$ cat src/rtl/rotor_stage_if.sv
// Letter datapath bundle between the rotor stage, its controller and the wiring filter.
// Valid-only: no ready/backpressure; a letter is accepted on every edge where its valid is high.
interface rotor_stage_if;
  logic [25:0] fwd_in;
  logic        fwd_valid_in;
  logic [25:0] fwd_to_filt;
  logic [25:0] fwd_from_filt;
  logic [25:0] fwd_out;
  logic        fwd_valid_out;
  logic [25:0] inv_in;
  logic        inv_valid_in;
  logic [25:0] inv_to_filt;
  logic [25:0] inv_from_filt;
  logic [25:0] inv_out;
  logic        inv_valid_out;

  modport master (
    output fwd_in, fwd_valid_in, fwd_from_filt,
    output inv_in, inv_valid_in, inv_from_filt,
    input  fwd_to_filt, fwd_out, fwd_valid_out,
    input  inv_to_filt, inv_out, inv_valid_out
  );

  modport slave (
    input  fwd_in, fwd_valid_in, fwd_from_filt,
    input  inv_in, inv_valid_in, inv_from_filt,
    output fwd_to_filt, fwd_out, fwd_valid_out,
    output inv_to_filt, inv_out, inv_valid_out
  );
endinterface

$ cat src/rtl/rotor_stage.sv
// Enigma rotor position/ring stage: stepping, notch carry, and frame rotation
// of one-hot letters into and out of the rotor's fixed wiring filter.
module rotor_stage #(
  parameter int unsigned NOTCH       = 16,
  parameter bit          ALWAYS_STEP = 1'b0,
  parameter bit          DOUBLE_STEP = 1'b0
) (
  input  logic          clk,
  input  logic          rst_n,
  input  logic          step,
  input  logic          carry_in,
  input  logic          load,
  input  logic [4:0]    load_pos,
  input  logic [4:0]    load_ring,
  rotor_stage_if.slave  bus,
  output logic [4:0]    pos,
  output logic          carry_out
);

  localparam logic [4:0] NOTCH_POS = NOTCH[4:0];

  logic [4:0] ring;
  logic [4:0] off;
  logic [4:0] pos_nxt;
  logic [4:0] ring_nxt;
  logic [4:0] off_nxt;
  logic [5:0] diff;
  logic [5:0] diff_mod;
  logic       at_notch;
  logic       step_en;

  // bit j of the result takes bit (j - n) mod 26 of v
  function automatic logic [25:0] rotl26(input logic [25:0] v, input logic [4:0] n);
    return (v << n) | (v >> (6'd26 - {1'b0, n}));
  endfunction

  // bit k of the result takes bit (k + n) mod 26 of v
  function automatic logic [25:0] rotr26(input logic [25:0] v, input logic [4:0] n);
    return (v >> n) | (v << (6'd26 - {1'b0, n}));
  endfunction

  assign at_notch  = (pos == NOTCH_POS);
  assign step_en   = step & (ALWAYS_STEP | carry_in | (DOUBLE_STEP & at_notch));
  assign carry_out = step_en & at_notch;

  always_comb begin
    pos_nxt  = pos;
    ring_nxt = ring;
    if (load) begin
      if (load_pos < 5'd26)  pos_nxt  = load_pos;
      if (load_ring < 5'd26) ring_nxt = load_ring;
    end else if (step_en) begin
      pos_nxt = (pos == 5'd25) ? 5'd0 : pos + 5'd1;
    end
    // OFF is registered alongside POS/RING so the rotators never see the subtract
    diff     = {1'b0, pos_nxt} + 6'd26 - {1'b0, ring_nxt};
    diff_mod = (diff >= 6'd26) ? diff - 6'd26 : diff;
    off_nxt  = diff_mod[4:0];
  end

  always_ff @(posedge clk or negedge rst_n) begin
    if (!rst_n) begin
      pos  <= 5'd0;
      ring <= 5'd0;
      off  <= 5'd0;
    end else begin
      pos  <= pos_nxt;
      ring <= ring_nxt;
      off  <= off_nxt;
    end
  end

  assign bus.fwd_to_filt = rotl26(bus.fwd_in, off);
  assign bus.inv_to_filt = rotl26(bus.inv_in, off);

  always_ff @(posedge clk or negedge rst_n) begin
    if (!rst_n) begin
      bus.fwd_out       <= 26'd0;
      bus.fwd_valid_out <= 1'b0;
      bus.inv_out       <= 26'd0;
      bus.inv_valid_out <= 1'b0;
    end else begin
      bus.fwd_valid_out <= bus.fwd_valid_in;
      bus.inv_valid_out <= bus.inv_valid_in;
      if (bus.fwd_valid_in) bus.fwd_out <= rotr26(bus.fwd_from_filt, off);
      if (bus.inv_valid_in) bus.inv_out <= rotr26(bus.inv_from_filt, off);
    end
  end

endmodule

$ cat src/flat_wrapper.sv
// flat-port wrapper written by rule: the top's interface ports become plain ports
module rotor_stage_flat 
#(
  parameter int unsigned NOTCH       = 16,
  parameter bit          ALWAYS_STEP = 1'b0,
  parameter bit          DOUBLE_STEP = 1'b0
)
  (clk, rst_n, step, carry_in, load, load_pos, load_ring, pos, carry_out, bus_fwd_in, bus_fwd_valid_in, bus_fwd_from_filt, bus_inv_in, bus_inv_valid_in, bus_inv_from_filt, bus_fwd_to_filt, bus_fwd_out, bus_fwd_valid_out, bus_inv_to_filt, bus_inv_out, bus_inv_valid_out);
  rotor_stage_if bus_i ();
  input  logic clk;
  input  logic rst_n;
  input  logic step;
  input  logic carry_in;
  input  logic load;
  input  logic [4:0] load_pos;
  input  logic [4:0] load_ring;
  output logic [4:0] pos;
  output logic carry_out;
  input wire logic [$bits(bus_i.fwd_in)-1:0] bus_fwd_in;
  input wire logic [$bits(bus_i.fwd_valid_in)-1:0] bus_fwd_valid_in;
  input wire logic [$bits(bus_i.fwd_from_filt)-1:0] bus_fwd_from_filt;
  input wire logic [$bits(bus_i.inv_in)-1:0] bus_inv_in;
  input wire logic [$bits(bus_i.inv_valid_in)-1:0] bus_inv_valid_in;
  input wire logic [$bits(bus_i.inv_from_filt)-1:0] bus_inv_from_filt;
  output wire logic [$bits(bus_i.fwd_to_filt)-1:0] bus_fwd_to_filt;
  output wire logic [$bits(bus_i.fwd_out)-1:0] bus_fwd_out;
  output wire logic [$bits(bus_i.fwd_valid_out)-1:0] bus_fwd_valid_out;
  output wire logic [$bits(bus_i.inv_to_filt)-1:0] bus_inv_to_filt;
  output wire logic [$bits(bus_i.inv_out)-1:0] bus_inv_out;
  output wire logic [$bits(bus_i.inv_valid_out)-1:0] bus_inv_valid_out;
  assign bus_i.fwd_in = bus_fwd_in;
  assign bus_i.fwd_valid_in = bus_fwd_valid_in;
  assign bus_i.fwd_from_filt = bus_fwd_from_filt;
  assign bus_i.inv_in = bus_inv_in;
  assign bus_i.inv_valid_in = bus_inv_valid_in;
  assign bus_i.inv_from_filt = bus_inv_from_filt;
  assign bus_fwd_to_filt = bus_i.fwd_to_filt;
  assign bus_fwd_out = bus_i.fwd_out;
  assign bus_fwd_valid_out = bus_i.fwd_valid_out;
  assign bus_inv_to_filt = bus_i.inv_to_filt;
  assign bus_inv_out = bus_i.inv_out;
  assign bus_inv_valid_out = bus_i.inv_valid_out;
  rotor_stage #(.NOTCH(NOTCH), .ALWAYS_STEP(ALWAYS_STEP), .DOUBLE_STEP(DOUBLE_STEP)) u_core (.clk(clk), .rst_n(rst_n), .step(step), .carry_in(carry_in), .load(load), .load_pos(load_pos), .load_ring(load_ring), .bus(bus_i), .pos(pos), .carry_out(carry_out));
endmodule
$ cat config.mk
export PLATFORM = sky130hd
export DESIGN_NAME = rotor_stage_flat
export DESIGN_NICKNAME = d
export VERILOG_FILES = /design/src/rtl/rotor_stage_if.sv /design/src/rtl/rotor_stage.sv /design/src/flat_wrapper.sv
export SDC_FILE = /design/constraint.sdc
export NUM_CORES = 1
export LEC_CHECK = 0
export BUFFER_PORTS_ARGS = -buffer_cell sky130_fd_sc_hd__buf_4
export CORE_ASPECT_RATIO = 1.75
export CORE_UTILIZATION = 25
export CTS_BUF_LIST = sky130_fd_sc_hd__clkbuf_8
export CTS_CLUSTER_SIZE = 20
export DETAILED_ROUTE_END_ITERATION = 8
export HOLD_SLACK_MARGIN = 0.15
export SLEW_MARGIN = 30
export SYNTH_ARGS = -nofsm -noshare
export SYNTH_HDL_FRONTEND = slang
export SYNTH_SLANG_ARGS = --single-unit
$ cat constraint.sdc
create_clock -name clk -period 2.8 [get_ports clk]
set_input_delay 0.14 -clock clk [delete_from_list [all_inputs] [get_ports clk]]
set_output_delay 0.14 -clock clk [all_outputs]
set_load 0.02 [all_outputs]
==> results of run 1 <==
[layer usage]
metal	track usage	share of wire
met3	0.03959	0.083
met2	0.4500	0.48
met1	0.3584	0.38
met5	0	0.00040
met4	0.1269	0.062
[worst min-delay path by stage]
stage,start,end,slack (ns),cells after the start
after floorplan,rst_n,u_core.bus.fwd_out[0]$_DFFE_PN0P_,-0.16,0
after global placement,rst_n,u_core.bus.inv_out[0]$_DFFE_PN0P_,0.35,1
after detailed placement,rst_n,u_core.bus.inv_out[0]$_DFFE_PN0P_,0.37,1
after CTS,bus_fwd_valid_in,u_core.bus.fwd_valid_out$_DFF_PN0_,0.16,1
after global routing,bus_fwd_valid_in,u_core.bus.fwd_valid_out$_DFF_PN0_,0.19,1
final,bus_fwd_valid_in,u_core.bus.fwd_valid_out$_DFF_PN0_,0.19,1
[cells by family (layout without fill, tap and decap cells)]
| logic type | after synthesis | after routing | synth area share |
|---|---|---|---|
| compound gates | 486 | 486 | 0.2354 |
| simple gates | 560 | 560 | 0.1724 |
| mux | 349 | 349 | 0.3581 |
| flops | 69 | 69 | 0.1269 |
| buf+inv | 203 | 651 | 0.08174 |
| other cells | 0 | 2 | 0 |
| xor+xnor | 13 | 13 | 0.01113 |
| fa+ha+maj | 15 | 15 | 0.01434 |
[area by class of cell]
type	instances	share of cell area
Multi-Input combinational cell	1423	0.5957
Inverter	36	0.007055
Clock inverter	6	0.004409
Tap cell	684	0.04021
Timing Repair Buffer	599	0.2638
Sequential cell	69	0.08207
Clock buffer	10	0.006467
Antenna cell	2	0.0002352
[critical path, cell delays in order, from the launching register on]
cell and delay [ns]:
dfrtp_4 0.52, ha_4 0.37, buf_12 0.17, buf_4 0.14
mux4_2 0.52, mux4_2 0.51, nand2_2 0.09, nand2_2 0.08
buf_6 0.15
[stage by stage]
| stage | instance area [sq um] | setup TNS [ns] |
|---|---|---|
| finish | 21280 | -9.643 |
| global route | 21280 | -15.82 |
| CTS | 19630 | -8.365 |
| detailed placement | 17540 | -1.721 |
| global placement | 17540 | -1.546 |
| floorplan | 13640 | -0.03817 |
[cells in the final DEF (no fill, tap or decap), drive strengths merged, types with 23 or more instances in the layout]
cell | Yosys | final
buf | 121 | 576
nand2 | 309 | 309
mux2i | 185 | 185
nor2 | 130 | 130
a21oi | 129 | 129
o21ai | 111 | 111
mux4 | 101 | 101
dfrtp | 69 | 69
mux2 | 63 | 63
nand3 | 46 | 46
inv | 36 | 37
o221ai | 26 | 26
a31oi | 23 | 23
[timing repair]
action,4_1_cts,5_1_grt
hold buffers,10,0
setup endpoints to repair,61,95
endpoints found under the hold margin,77,0
setup buffers,48,56
resized for setup,281,244
pin swaps,77,102
cloned,8,9
[registers in the layout, summed over array words and instances (netlist names)]
signal and cells:
u_core.bus.fwd_out 26, u_core.bus.inv_out 26, u_core.off 5, u_core.pos 5, u_core.ring 5, u_core.bus.fwd_valid_out 1, u_core.bus.inv_valid_out 1
==> metrics, run 1 <==
final hold viol count=0; final setup violation count=71; initial antenna violation count=5; DRT iter0 DRCs=1864; Ys Warns=0; vias in the first global route=16370; Slew Limit Headroom=0.4916; CP Class=reg2out; Worst Setup EP=bus_inv_to_filt[6]; CTS clk-pin slew, worst paths=0.09 ns; Synth cell types=82; first-pass GRT wire length=113800 um; Worst Path Arrival=2.93 ns; Die W=178.4 um; final core utilization=0.3976; Seq/Total Area, Yosys=0.1269; drt pass-1 iters=7; R2R Setup Slk=-0.24 ns; hold crit path type=in2reg; Fmax achieved=325.3 MHz; Mapped Area=13610 sq um; Worst-Skew Late Latency=0.38 ns; CTS Buffer Depth=2; period utilization=1.098; IO buf count=232; depth of the worst register-to-register path=11; Async SR Flop Fraction=1.000; fin crit period=3.074 ns; Num CTS Buffers=9; Post-DRT Antenna Nets=0; vias=17130; Mapped Avg Cell Area=8.028 sq um; Finished Layout Cells=2829; total die area=55410 sq um; CTS tree=built; final worst-path setup slack=-0.2739 ns; largest net degree at the start of global routing=70; DR vias/cell=6.054; Placement Setup Slack=-0.1725 ns; post-synthesis cell count=1695; CORE AREA=53530 sq um; top-area cell type share of the netlist area=0.1523; reg-to-reg startpoint=u_core.off[0]$_DFF_PN0_; Reg-to-Reg End=u_core.bus.inv_out[13]$_DFFE_PN0P_; clk sinks=69; Worst setup SP type=flip-flop; CP Max Fanout=8; grt ovf=0; Final GP Congestion=0.9669; Multi-input gate area=12680 sq um; Nets=2274; initial core utilization=0.2542; ratio of cells with drive above 1 in the final layout=0.5021; fill count=5367; leading cell types by count after synthesis=nand2_1, mux2i_1, nor2_1, a21oi_1, o21ai_0; most frequent cell after synthesis=nand2_1; dpl cells=2690; #FFs+latches synth=69; Req. time, crit path=2.66 ns; Synth area leaders=mux4_2, mux2i_1, dfrtp_1; Max Clock Skew=0.01593 ns; Slew Viols, Final=0; outcome=finished with violations; Ports=233; Primary FF master, synth=dfrtp_1; CP Capture Type=primary output; worst-margin pin slew=0.7546 ns; drt drc=0; Overall Global Routing Usage=0.2771; Worst setup startpoint=u_core.off[0]$_DFF_PN0_; WL/cell=28.81 um; DP HPWL=59040 um; overall routed net length=81490 um; Syn Nets=1831; largest area contributor in the netlist=mux4_2; hold slack final=0.1905 ns; Area Overhead vs Synth=56.40%; MaxCap Viol Count=0; htree depth=3; register area=1747 sq um; EDFF count, synth=0; die height=310.6 um; failing checks=negative setup slack; setup repair after global routing missed its margin=true; row cnt=112; Root Buffer=clkbuf_8
Power of run 1 is not shown: default switching activity piles up to over one toggle a cycle in this logic, so the estimate is an artifact.
==> run 2: changes to the inputs <==
--- a/config.mk
+++ b/config.mk
@@ -16,3 +16,4 @@
 export SYNTH_ARGS = -nofsm -noshare
 export SYNTH_HDL_FRONTEND = slang
 export SYNTH_SLANG_ARGS = --single-unit
+export TNS_END_PERCENT = 30
==> run 2 against run 1 <==
  * The flow still finishes with violations (negative setup slack)
  * Sequential share of layout area is 0.58 points higher
  * Core utilization is 2.6 points lower
  * Critical path depth stayed put
  * Non-clock buffer count is 61 lower
  * Maximum frequency is 0.80% higher
  * Wire length is 4.8% lower
  * Count of clock-buffer cells in the layout stayed put
  * Cell count is 2.1% lower
  * Critical path type unchanged
==> metrics, run 2 (same netlist as run 1, synthesis figures left out) <==
outcome=finished with violations; failing checks=negative setup slack; Root Buffer=clkbuf_8; final worst-path setup slack=-0.2495 ns; total die area=55410 sq um; hold slack final=0.1860 ns; DRT iter0 DRCs=1875; R2R Setup Slk=-0.21 ns; CP Class=reg2out; Fmax achieved=327.9 MHz; Worst Path Arrival=2.91 ns; initial core utilization=0.2542; vias=16530; Nets=2213; setup repair after global routing missed its margin=true; Post-DRT Antenna Nets=0; Max Clock Skew=0.01687 ns; final core utilization=0.3713; CP Capture Type=primary output; clk sinks=69; CTS clk-pin slew, worst paths=0.09 ns; CTS tree=built; die height=310.6 um; dpl cells=2690; commonest cells after routing, fill and taps aside=buf_4, nand2_1, mux2i_1; largest registers=u_core.bus.fwd_out x26, u_core.bus.inv_out x26; initial antenna violation count=8; Hold Startpoint=bus_fwd_valid_in; Slew Limit Headroom=0.4744; commonest non-fill, non-tap cell in the layout=buf_4; Finished Layout Cells=2770; ratio of cells with drive above 1 in the final layout=0.4476; CTS Buffer Depth=2; Placement Setup Slack=-0.1725 ns; WL/cell=28.02 um; DR vias/cell=5.966; Req. time, crit path=2.66 ns; CORE AREA=53530 sq um; Final GP Congestion=0.9669; Ports=233; final setup violation count=62; Overall Global Routing Usage=0.2718; Worst Hold Path EP=u_core.bus.fwd_valid_out$_DFF_PN0_; Area Overhead vs Synth=46.07%; met2 Use GR=0.4340; reg-to-reg startpoint=u_core.off[0]$_DFF_PN0_; busiest grt layer=met2; fin crit period=3.049 ns; Reg-to-Reg End=u_core.bus.inv_out[24]$_DFFE_PN0P_; CP Max Fanout=8; drt pass-1 iters=6; grt ovf=0; first-pass GRT wire length=111600 um; MaxCap Viol Count=0; Worst setup SP type=flip-flop; met3 GRT Util=0.03800; Slew Viols, Final=0; M1 GR Usage=0.3545; DP HPWL=59040 um; htree depth=3; row cnt=112; depth of the worst register-to-register path=10; Num CTS Buffers=9; Worst-Skew Late Latency=0.39 ns; worst-margin pin slew=0.7801 ns; vias in the first global route=16190; hold crit path type=in2reg; Die W=178.4 um; final hold viol count=0; IO buf count=232; largest net degree at the start of global routing=70; drt drc=0; period utilization=1.089; Hold Path Depth=1; overall routed net length=77600 um
run 2: what timing repair did:
item / in CTS / in global routing
endpoints found under the hold margin: 78 / 0
setup buffers: 17 / 28
endpoints found under the setup margin: 61 / 92
gates resized for setup: 166 / 189
hold buffers: 11 / 0
cloned: 5 / 3
pin swaps: 47 / 54
run 2: area by class of cell:
| type | count | area (sq um) |
|---|---|---|
| clock buffers | 10 | 137.6 |
| fillers | 5536 | 33650 |
| flip-flops and latches | 69 | 1747 |
| well taps | 684 | 855.8 |
| multi-input cells | 1423 | 12050 |
| diodes | 4 | 10.01 |
| inverters | 36 | 137.6 |
| clock inverters | 6 | 93.84 |
| repair buffers | 538 | 4843 |
run 2: stage by stage:
step	TNS, ns	instance area, sq um
3_5_place_dp	-1.721	17540
6_report	-7.688	19880
3_3_place_gp	-1.546	17540
4_1_cts	-10.69	18790
5_1_grt	-13.43	19880
2_1_floorplan	-0.03817	13640
run 2: metal layers:
metal | vias to the layer above | share of wire
met5 | - | 0.00043
met4 | 6 | 0.059
met3 | 229 | 0.078
met2 | 921 | 0.47
met1 | 8174 | 0.39
li1 | 7196 | -
run 2: worst max path at each step:
stage	start	depth (start not counted)	slack, ns	to
floorplan	u_core.pos[1]$_DFF_PN0_	16	-0.04	u_core.off[3]$_DFF_PN0_
global placement	u_core.off[0]$_DFF_PN0_	9	-0.25	bus_fwd_to_filt[15]
detailed placement	u_core.pos[2]$_DFF_PN0_	13	-0.17	u_core.off[3]$_DFF_PN0_
CTS	u_core.off[0]$_DFF_PN0_	9	-0.25	bus_fwd_to_filt[18]
global route	u_core.off[0]$_DFF_PN0_	9	-0.31	bus_fwd_to_filt[18]
finish	u_core.off[0]$_DFF_PN0_	8	-0.25	bus_inv_to_filt[6]
run 2: worst max-delay path: stages, from the launching register on:
cell and delay (ns):
dfrtp_4 0.52, ha_4 0.37, buf_12 0.17, buf_4 0.14
mux4_2 0.51, mux4_2 0.50, nand2_2 0.09, nand2_2 0.08
buf_6 0.15
Power of run 2 is left out for the same reason.
==> run 3: changes to the inputs <==
--- a/config.mk
+++ b/config.mk
@@ -12,6 +12,7 @@
 export CTS_CLUSTER_SIZE = 20
 export DETAILED_ROUTE_END_ITERATION = 8
 export HOLD_SLACK_MARGIN = 0.15
+export SETUP_SLACK_MARGIN = 0.4
 export SLEW_MARGIN = 30
 export SYNTH_ARGS = -nofsm -noshare
 export SYNTH_HDL_FRONTEND = slang
==> run 3 against run 2 <==
  * The run still ends with negative setup slack left
  * Critical path type is now reg2reg
  * Maximum frequency fell by 0.65%
  * Non-clock buffer count rose by 11
  * Via count rose by 0.61%
  * Cell count rose by 0.29%
  * Register-to-register slack got worse by 0.06 ns
  * Highest routed layer unchanged
  * Wire length rose by 0.87%
==> metrics, run 3 (same netlist as run 1, synthesis figures left out) <==
R2R Setup Slk=-0.27 ns; Worst Path Arrival=3.33 ns; Overall Global Routing Usage=0.2750; failing checks=negative setup slack; DR vias/cell=5.985; Fmax achieved=325.8 MHz; depth of the worst register-to-register path=9; CTS Buffer Depth=2; Area Overhead vs Synth=44.67%; commonest cells after routing, fill and taps aside=buf_4, nand2_1, mux2i_1; MaxCap Viol Count=0; commonest non-fill, non-tap cell in the layout=buf_4; Hold Path Depth=4; grt ovf=0; setup repair after global routing missed its margin=true; CP Class=reg2reg; Worst-Skew Late Latency=0.39 ns; Nets=2224; total die area=55410 sq um; initial antenna violation count=4; ratio of cells with drive above 1 in the final layout=0.4252; Worst Hold Path EP=u_core.pos[4]$_DFF_PN0_; Reg-to-Reg End=u_core.bus.fwd_out[7]$_DFFE_PN0P_; initial core utilization=0.2542; htree depth=3; Max Clock Skew=0.008469 ns; Req. time, crit path=3.06 ns; fin crit period=3.069 ns; CORE AREA=53530 sq um; overall routed net length=78280 um; Ports=233; hold crit path type=in2reg; first-pass GRT wire length=112700 um; vias=16630; Cell Area, Placed=17750 sq um; Post-DRT Antenna Nets=0; CP Max Fanout=12; largest registers=u_core.bus.fwd_out x26, u_core.bus.inv_out x26; final design area excluding fillers=19690 sq um; row cnt=112; Die W=178.4 um; reg-to-reg startpoint=u_core.off[0]$_DFF_PN0_; IO buf count=232; Final GP Congestion=0.9832; outcome=finished with violations; final setup violation count=68; Worst setup SP type=flip-flop; Slew Viols, Final=0; fill count=5539; DP HPWL=59820 um; final hold viol count=0; clk sinks=69; Setup TNS=-9.054 ns; die height=310.6 um; CP Capture Type=flip-flop; worst-margin pin slew=0.8807 ns; largest net degree at the start of global routing=70; DRT iter0 DRCs=1727; vias in the first global route=16450; Hold Startpoint=load; drt pass-1 iters=5; CTS tree=built; CTS clk-pin slew, worst paths=0.09 ns; drt drc=0; period utilization=1.096; Slew Limit Headroom=0.4107; Root Buffer=clkbuf_8; final worst-path setup slack=-0.2694 ns; WL/cell=28.18 um; Num CTS Buffers=9
## run 3: cell count changes in the layout (fill, tap and decap cells not counted), sizes merged
cell,delta
clkinvlp,-1
clkinv,+1
dlygate4sd3,-1
clkbuf,-1
diode,-3
buf,+13
bufbuf,-1
inv,+1
## run 3: worst max-delay path by stage
stage                            startpoint                                  to  depth (start not counted)  slack, ns
floorplan           u_core.pos[0]$_DFF_PN0_             u_core.off[3]$_DFF_PN0_                         15      -0.03
global placement    u_core.off[1]$_DFF_PN0_  u_core.bus.inv_out[18]$_DFFE_PN0P_                          8      -0.19
detailed placement  u_core.off[0]$_DFF_PN0_  u_core.bus.inv_out[18]$_DFFE_PN0P_                          8      -0.19
CTS                 u_core.off[0]$_DFF_PN0_                 bus_inv_to_filt[16]                         10      -0.25
global route        u_core.off[1]$_DFF_PN0_                  bus_fwd_to_filt[8]                         12      -0.33
finish              u_core.off[0]$_DFF_PN0_   u_core.bus.fwd_out[7]$_DFFE_PN0P_                          9      -0.27
## run 3: per-layer routing
metal | GRT usage | vias up | part of all wire
met5 | 0 | - | 0.00070
met4 | 0.1377 | 8 | 0.060
met3 | 0.04643 | 251 | 0.081
met2 | 0.4442 | 943 | 0.47
met1 | 0.3484 | 8199 | 0.39
li1 | - | 7225 | -
## run 3: area by class of cell
class	instances	area (sq um)	share of cell area
multi-input cells	1423	11840	0.6013
diodes	1	2.502	0.0001271
clock buffers	9	123.9	0.006292
inverters	36	142.6	0.007245
well taps	684	855.8	0.04347
flip-flops and latches	69	1747	0.08873
clock inverters	7	98.84	0.005021
repair buffers	549	4878	0.2478
## run 3: through the flow
stage                     cells  hold WS (ns)  setup slack, ns    util
after floorplan            1695       -0.1556         -0.03295       -
after global placement     2716        0.3574          -0.1860  0.3317
after detailed placement   2716        0.3717          -0.1917  0.3317
after CTS                  2766        0.1525          -0.2454  0.3522
after global routing       2777        0.1678          -0.3315  0.3677
final                      2778        0.1522          -0.2694  0.3678
## run 3: what timing repair did
item                                   in CTS  in global routing
gates cloned                                4                  3
setup buffers                              20                  8
setup endpoints to repair                 108                108
endpoints found under the hold margin      78                  0
gates resized for setup                   122                138
hold buffers                               10                  0
pin swaps                                  26                 40
## run 3: worst max-delay path, cell delays in order (launching register included)
cell	delay, ns
dfrtp_4	0.51
ha_4	0.37
buf_4	0.15
buf_12	0.13
buf_12	0.15
mux2_2	0.36
mux4_2	0.56
a222oi_1	0.45
buf_4	0.19
mux2i_1	0.06
Power of run 3 is left out for the same reason.
